File: config.mk
export PLATFORM = sky130hd
export DESIGN_NAME = branch_predictor
export DESIGN_NICKNAME = d
export VERILOG_FILES = /design/src/rtl/bp_pkg.sv /design/src/rtl/sat_ctr2.sv /design/src/rtl/branch_predictor.sv
export SDC_FILE = /design/constraint.sdc
export NUM_CORES = 1
export LEC_CHECK = 0
export ABC_AREA = 1
export CELL_PAD_IN_SITES_DETAIL_PLACEMENT = 0
export CELL_PAD_IN_SITES_GLOBAL_PLACEMENT = 1
export CORE_MARGIN = 5
export CORE_UTILIZATION = 40
export CTS_CLUSTER_DIAMETER = 100
export DETAILED_ROUTE_END_ITERATION = 8
export GPL_ROUTABILITY_DRIVEN = 1
export PLACE_DENSITY = 0.83
export REMOVE_ABC_BUFFERS = 1
export SLEW_MARGIN = 25
export SYNTH_ARGS = -nofsm -noshare
export SYNTH_HDL_FRONTEND = slang
export SYNTH_SLANG_ARGS = --single-unit
File: constraint.sdc
create_clock -name clk -period 3.1 [get_ports clk]
set_input_delay 0.93 -clock clk [delete_from_list [all_inputs] [get_ports clk]]
set_output_delay 0.93 -clock clk [all_outputs]
set_load 0.01 [all_outputs]
File: src/rtl/bp_pkg.sv
// rtl/bp_pkg.sv - shared encodings and widths for the branch predictor
//
// Purpose: 2-bit direction counter encodings, the counter reset and
// allocation values, and the statistics counter width.
// Ports: none (package).
package bp_pkg;

    localparam logic [1:0] CTR_SNT = 2'b00;  // strong not-taken
    localparam logic [1:0] CTR_WNT = 2'b01;  // weak not-taken
    localparam logic [1:0] CTR_WT  = 2'b10;  // weak taken
    localparam logic [1:0] CTR_ST  = 2'b11;  // strong taken

    localparam logic [1:0] CTR_RESET = CTR_WNT;
    localparam logic [1:0] CTR_ALLOC = CTR_WT;

    localparam int BP_STAT_W = 16;

endpackage

File: src/rtl/sat_ctr2.sv
// rtl/sat_ctr2.sv - 2-bit saturating counter next-state function
//
// Purpose: combinational increment/decrement with clamping at the ends.
// Ports:
//   ctr  in  2 : current counter value
//   inc  in  1 : 1 = step toward strong taken, 0 = step toward strong not-taken
//   next out 2 : updated counter value
module sat_ctr2
    import bp_pkg::*;
(
    input  logic [1:0] ctr,
    input  logic       inc,
    output logic [1:0] next
);

    always_comb begin
        next = ctr;
        if (inc) begin
            if (ctr != CTR_ST) next = ctr + 2'd1;
        end else begin
            if (ctr != CTR_SNT) next = ctr - 2'd1;
        end
    end

endmodule

File: src/rtl/branch_predictor.sv
// rtl/branch_predictor.sv - direct-mapped BTB with 2-bit direction counters
//
// Purpose: zero-latency next-PC prediction for fetch, trained by branches
// resolved in EX. Optional statistics counters under macro BP_STATS_EN.
// Ports:
//   clk, rst                      clock; asynchronous active-high reset
//   F_pc                in  XLEN  current fetch PC
//   F_BP_target_pc      out XLEN  predicted next fetch PC
//   F_BP_taken          out 1     prediction is taken
//   EX_br_valid         in  1     a branch resolves this cycle
//   EX_pc               in  XLEN  PC of resolving branch
//   EX_actual_taken     in  1     resolved direction
//   EX_actual_target    in  XLEN  resolved target
//   EX_pred_taken       in  1     prediction carried with the branch
//   EX_pred_target      in  XLEN  predicted target carried with the branch
//   stat_branches       out 16    resolved branches (BP_STATS_EN only)
//   stat_mispredicts    out 16    mispredicts (BP_STATS_EN only)
module branch_predictor
    import bp_pkg::*;
#(
    parameter int XLEN     = 5,
    parameter int IDX_BITS = 2
) (
    input  logic            clk,
    input  logic            rst,
    input  logic [XLEN-1:0] F_pc,
    output logic [XLEN-1:0] F_BP_target_pc,
    output logic            F_BP_taken,
    input  logic            EX_br_valid,
    input  logic [XLEN-1:0] EX_pc,
    input  logic            EX_actual_taken,
    input  logic [XLEN-1:0] EX_actual_target,
    input  logic            EX_pred_taken,
    input  logic [XLEN-1:0] EX_pred_target
`ifdef BP_STATS_EN
    ,
    output logic [BP_STAT_W-1:0] stat_branches,
    output logic [BP_STAT_W-1:0] stat_mispredicts
`endif
);

    localparam int N     = 1 << IDX_BITS;
    localparam int TAG_W = XLEN - IDX_BITS;

    // Table kept in flops so the asynchronous reset can clear every entry.
    logic             valid_q  [N];
    logic [TAG_W-1:0] tag_q    [N];
    logic [XLEN-1:0]  target_q [N];
    logic [1:0]       ctr_q    [N];

    // Lookup
    logic [IDX_BITS-1:0] f_idx;
    logic [TAG_W-1:0]    f_tag;
    logic                f_hit;

    assign f_idx = F_pc[IDX_BITS-1:0];
    assign f_tag = F_pc[XLEN-1:IDX_BITS];
    assign f_hit = valid_q[f_idx] && (tag_q[f_idx] == f_tag);

    assign F_BP_taken     = f_hit && ctr_q[f_idx][1];
    assign F_BP_target_pc = F_BP_taken ? target_q[f_idx] : F_pc + 1'b1;

    // Update
    logic [IDX_BITS-1:0] e_idx;
    logic [TAG_W-1:0]    e_tag;
    logic                e_hit;
    logic [1:0]          ctr_next;

    assign e_idx = EX_pc[IDX_BITS-1:0];
    assign e_tag = EX_pc[XLEN-1:IDX_BITS];
    assign e_hit = valid_q[e_idx] && (tag_q[e_idx] == e_tag);

    sat_ctr2 u_sat_ctr2 (
        .ctr  (ctr_q[e_idx]),
        .inc  (EX_actual_taken),
        .next (ctr_next)
    );

    always_ff @(posedge clk or posedge rst) begin
        if (rst) begin
            for (int i = 0; i < N; i++) begin
                valid_q[i]  <= 1'b0;
                tag_q[i]    <= '0;
                target_q[i] <= '0;
                ctr_q[i]    <= CTR_RESET;
            end
        end else if (EX_br_valid) begin
            if (e_hit) begin
                ctr_q[e_idx] <= ctr_next;
                if (EX_actual_taken) target_q[e_idx] <= EX_actual_target;
            end else if (EX_actual_taken) begin
                // Allocate on taken miss, evicting whatever aliases here.
                valid_q[e_idx]  <= 1'b1;
                tag_q[e_idx]    <= e_tag;
                target_q[e_idx] <= EX_actual_target;
                ctr_q[e_idx]    <= CTR_ALLOC;
            end
        end
    end

`ifdef BP_STATS_EN
    logic mispredict;

    // Target only matters when both sides agree the branch was taken.
    assign mispredict = (EX_pred_taken != EX_actual_taken) ||
                        (EX_pred_taken && EX_actual_taken &&
                         (EX_pred_target != EX_actual_target));

    always_ff @(posedge clk or posedge rst) begin
        if (rst) begin
            stat_branches    <= '0;
            stat_mispredicts <= '0;
        end else if (EX_br_valid) begin
            stat_branches <= stat_branches + 1'b1;
            if (mispredict) stat_mispredicts <= stat_mispredicts + 1'b1;
        end
    end
`else
    // Prediction carry-along inputs exist only for pipeline wiring here.
    logic unused_pred;
    assign unused_pred = ^{EX_pred_taken, EX_pred_target};
`endif

endmodule

==> results.sh <==
export IMPL_worstPathArrival_ns=2.15
export IMPL_die_area_um2=8400
export IMPL_clock_sinks=44
export IMPL_regArea_um2=1110
export IMPL_syn_area_um2=2670
export IMPL_setup_violations_final=0
export IMPL_start_util_pct=41.5
export IMPL_final_cells=507
export IMPL_path_clk_slew_ns=0.08
export IMPL_fin_setup_tns_ns=0
export IMPL_antenna_found_initial=0
export IMPL_period_minus_slack_ns=3.08
export IMPL_synth_top_cell_by_area="dfrtp_1"
export IMPL_hold_path_class="reg -> reg"
export IMPL_core_um2=6420
export IMPL_ys_warn_count=0
export IMPL_drive_above_1_share_pct=20.7
export IMPL_rr_worst_depth=12
export IMPL_crit_fanout=11
export IMPL_cts_tree="done"
export IMPL_cts_hold_buf=0
export IMPL_worstSetupPathType="in -> out"
export IMPL_ios=31
export IMPL_syn_avg_cell_area_um2=6.94
export IMPL_drt_wirelength_per_cell_um=13.3
export IMPL_ys_ff_latch=44
export IMPL_num_rows=29
export IMPL_fin_crit_sh_pct=99.3
export IMPL_hold_ws_ns=0.475
export IMPL_cts_path_max_buffers=2
export IMPL_die_w_um=91.6
export IMPL_slew_viol_final=0
export IMPL_clk_latency_ns=0.30
export IMPL_drv_cap=0
export IMPL_worst_slew_pin_slew_ns=0.686
export IMPL_r2r_end="ctr_q[3]$_DFFE_PP0P_"
export IMPL_power_density_nw_per_um2=530
export IMPL_ys_types=28
export IMPL_wl_mm=6.73
export IMPL_synth_area_leaders="dfrtp_1 38%, nand2_1 21%, o21ai_0 8.6%"
export IMPL_synthCells=384
export IMPL_min_from="ctr_q[0]$_DFFE_PP1P_"
export IMPL_synth_top_cell_area_share_pct=37.6
export IMPL_track_usage_pct=16.6
export IMPL_grt_pass1_vias=2403
export IMPL_final_fill_count=655
export IMPL_worstHoldEndpoint="ctr_q[0]$_DFFE_PP1P_"
export IMPL_finalHoldViolations=0
export IMPL_power_leakage_nw=1.69
export IMPL_grt_ovfl_total=0
export IMPL_drc_errors=0
export IMPL_numCtsBuffers=5
export IMPL_drtAntennaViolNets=0
export IMPL_gp_congestion=0.761
export IMPL_fmax_ghz=0.325
export IMPL_htreeDepth=2
export IMPL_skew_ns=0.00695
export IMPL_drt_vias_per_instance=4.98
export IMPL_vias=2527
export IMPL_areaGrowthSynthToFinish_pct=23.4
export IMPL_dp_cells=496
export IMPL_multi_input_area_um2=1430
export IMPL_rr_startpoint="tag_q[2]$_DFFE_PP0P_"
export IMPL_cp_start_kind="input port"
export IMPL_dr_first_iter_drc_count=116
export IMPL_rrSetupSlack_ns=1.42
export IMPL_min_path_cells=2
export IMPL_cts_root_buf="clkbuf_8"
export IMPL_port_buffers=24
export IMPL_outcome="complete, no violations"
export IMPL_antennaDiodeCount=0
export IMPL_crit_required_ns=2.17
export IMPL_grt_pass1_wl_mm=11.4
export IMPL_rsz0062_at_grt="yes"
export IMPL_critPathCaptureType="primary output"
export IMPL_peakVddDrop_uv=372
export IMPL_relSlewSlack_pct=54.0
export IMPL_drt_pass1_iterations=4
export IMPL_dp_hpwl_mm=5.13
export IMPL_nets=455
export IMPL_die_h_um=91.6
export IMPL_ys_seq_area_share_pct=41.5
export IMPL_grt_max_degree=19
[metal layers]
metal	vias up	GRT usage, %	share of wire, %
met3	9	3.11	3.5
met5	-	0	0
met2	35	26.6	47
met1	1183	23.0	48
met4	0	4.27	1.2
li1	1300	-	-
[critical path, stage by stage]
cell and delay, ns:
buf_8 0.11, buf_8 0.13, buf_4 0.13, buf_6 0.13, ha_2 0.18, or2_2 0.28
nand3_2 0.08, nand2_1 0.05, buf_2 0.13
[cells by family (layout without fill, tap and decap cells)]
kind of cell | count (synthesis) | count (layout) | share of synthesized area [%]
AOI/OAI and AO/OA | 59 | 59 | 11.2
xor gates and xnor gates | 4 | 4 | 1.31
DFF | 44 | 44 | 41.5
and+or+nand+nor | 233 | 233 | 38.2
adders and majority gates | 1 | 1 | 0.469
buffers and inverters | 43 | 89 | 7.28
[per-stage QoR]
| step | instance area [um2] | setup slack [ns] | util, % | power, mW |
|---|---|---|---|---|
| floorplan | 2600 | 0.0551 | - | 1.15 |
| detailed placement | 3090 | -0.885 | 48.1 | 1.34 |
| global route | 3290 | -0.0620 | 51.2 | 1.87 |
| CTS | 3190 | 0.00673 | 49.7 | 1.73 |
| global placement | 3090 | -0.856 | 48.1 | 1.33 |
| finish | 3290 | 0.0206 | 51.2 | 1.74 |
[cells in the final DEF (no fill, tap or decap), types with 2 or more instances in the layout]
cell type	netlist	routed
a21oi_1	9	9
buf_2	3	4
buf_4	1	17
buf_6	3	6
buf_8	0	3
clkbuf_8	0	6
clkdlybuf4s50_1	0	13
clkinv_1	1	2
dfrtp_1	40	40
dfstp_2	4	4
dlygate4sd2_1	0	2
inv_1	29	24
inv_2	3	5
inv_4	1	3
nand2_1	151	145
nand2_2	14	20
nand2_4	4	4
nand3_1	21	18
nand3_2	3	6
nor2_1	32	31
nor2_2	1	2
nor3_1	4	2
o21ai_0	46	42
o21ai_1	1	4
o22ai_1	3	2
xnor2_1	2	2
xor2_1	2	2
[power by group]
group	switching, mW	leakage, nW	internal (mW)
logic	0.324	1.13	0.227
registers	0.0925	0.520	0.714
clock network	0.205	0.0445	0.182
total	0.621	1.69	1.12
[cell type report]
type	instances	share of cell area (%)
Multi-Input combinational cell	297	43.4
Sequential cell	44	33.6
Timing Repair Buffer	47	13.1
Inverter	34	4.11
Tap cell	77	2.93
Clock buffer	7	2.63
Clock inverter	1	0.228
[worst max-delay path by stage]
stage	slack, ns	cells past startpoint	endpoint	start
5_1_grt	-0.06	13	F_BP_target_pc[0]	F_pc[0]
3_3_place_gp	-0.86	12	F_BP_target_pc[0]	F_pc[0]
2_1_floorplan	0.06	9	F_BP_target_pc[0]	F_pc[0]
3_5_place_dp	-0.88	12	F_BP_target_pc[0]	F_pc[0]
4_1_cts	0.007	9	F_BP_target_pc[3]	F_pc[4]
6_report	0.02	9	F_BP_target_pc[2]	F_pc[0]
[Yosys cell counts, drive strengths merged]
| library cell | instances |
|---|---|
| xor2 | 2 |
| clkbuf | 2 |
| ha | 1 |
| nor2 | 35 |
| inv | 33 |
| or2 | 1 |
| dfrtp | 40 |
| o21ai | 47 |
| a21oi | 9 |
| nand2 | 169 |
| nand3 | 24 |
| buf | 7 |
| o22ai | 3 |
| dfstp | 4 |
| nor3 | 4 |
| xnor2 | 2 |
| clkinv | 1 |
[registers in the layout, indices dropped and copies added (netlist names)]
signal and count:
ctr_q 8, valid_q 4, target_q 20, tag_q 12
[what timing repair did]
action,in CTS,in global routing
pin swaps,9,15
resized for setup,49,24
setup endpoints to repair,6,5
setup buffers,2,1
(Power assumes the default switching activity.)
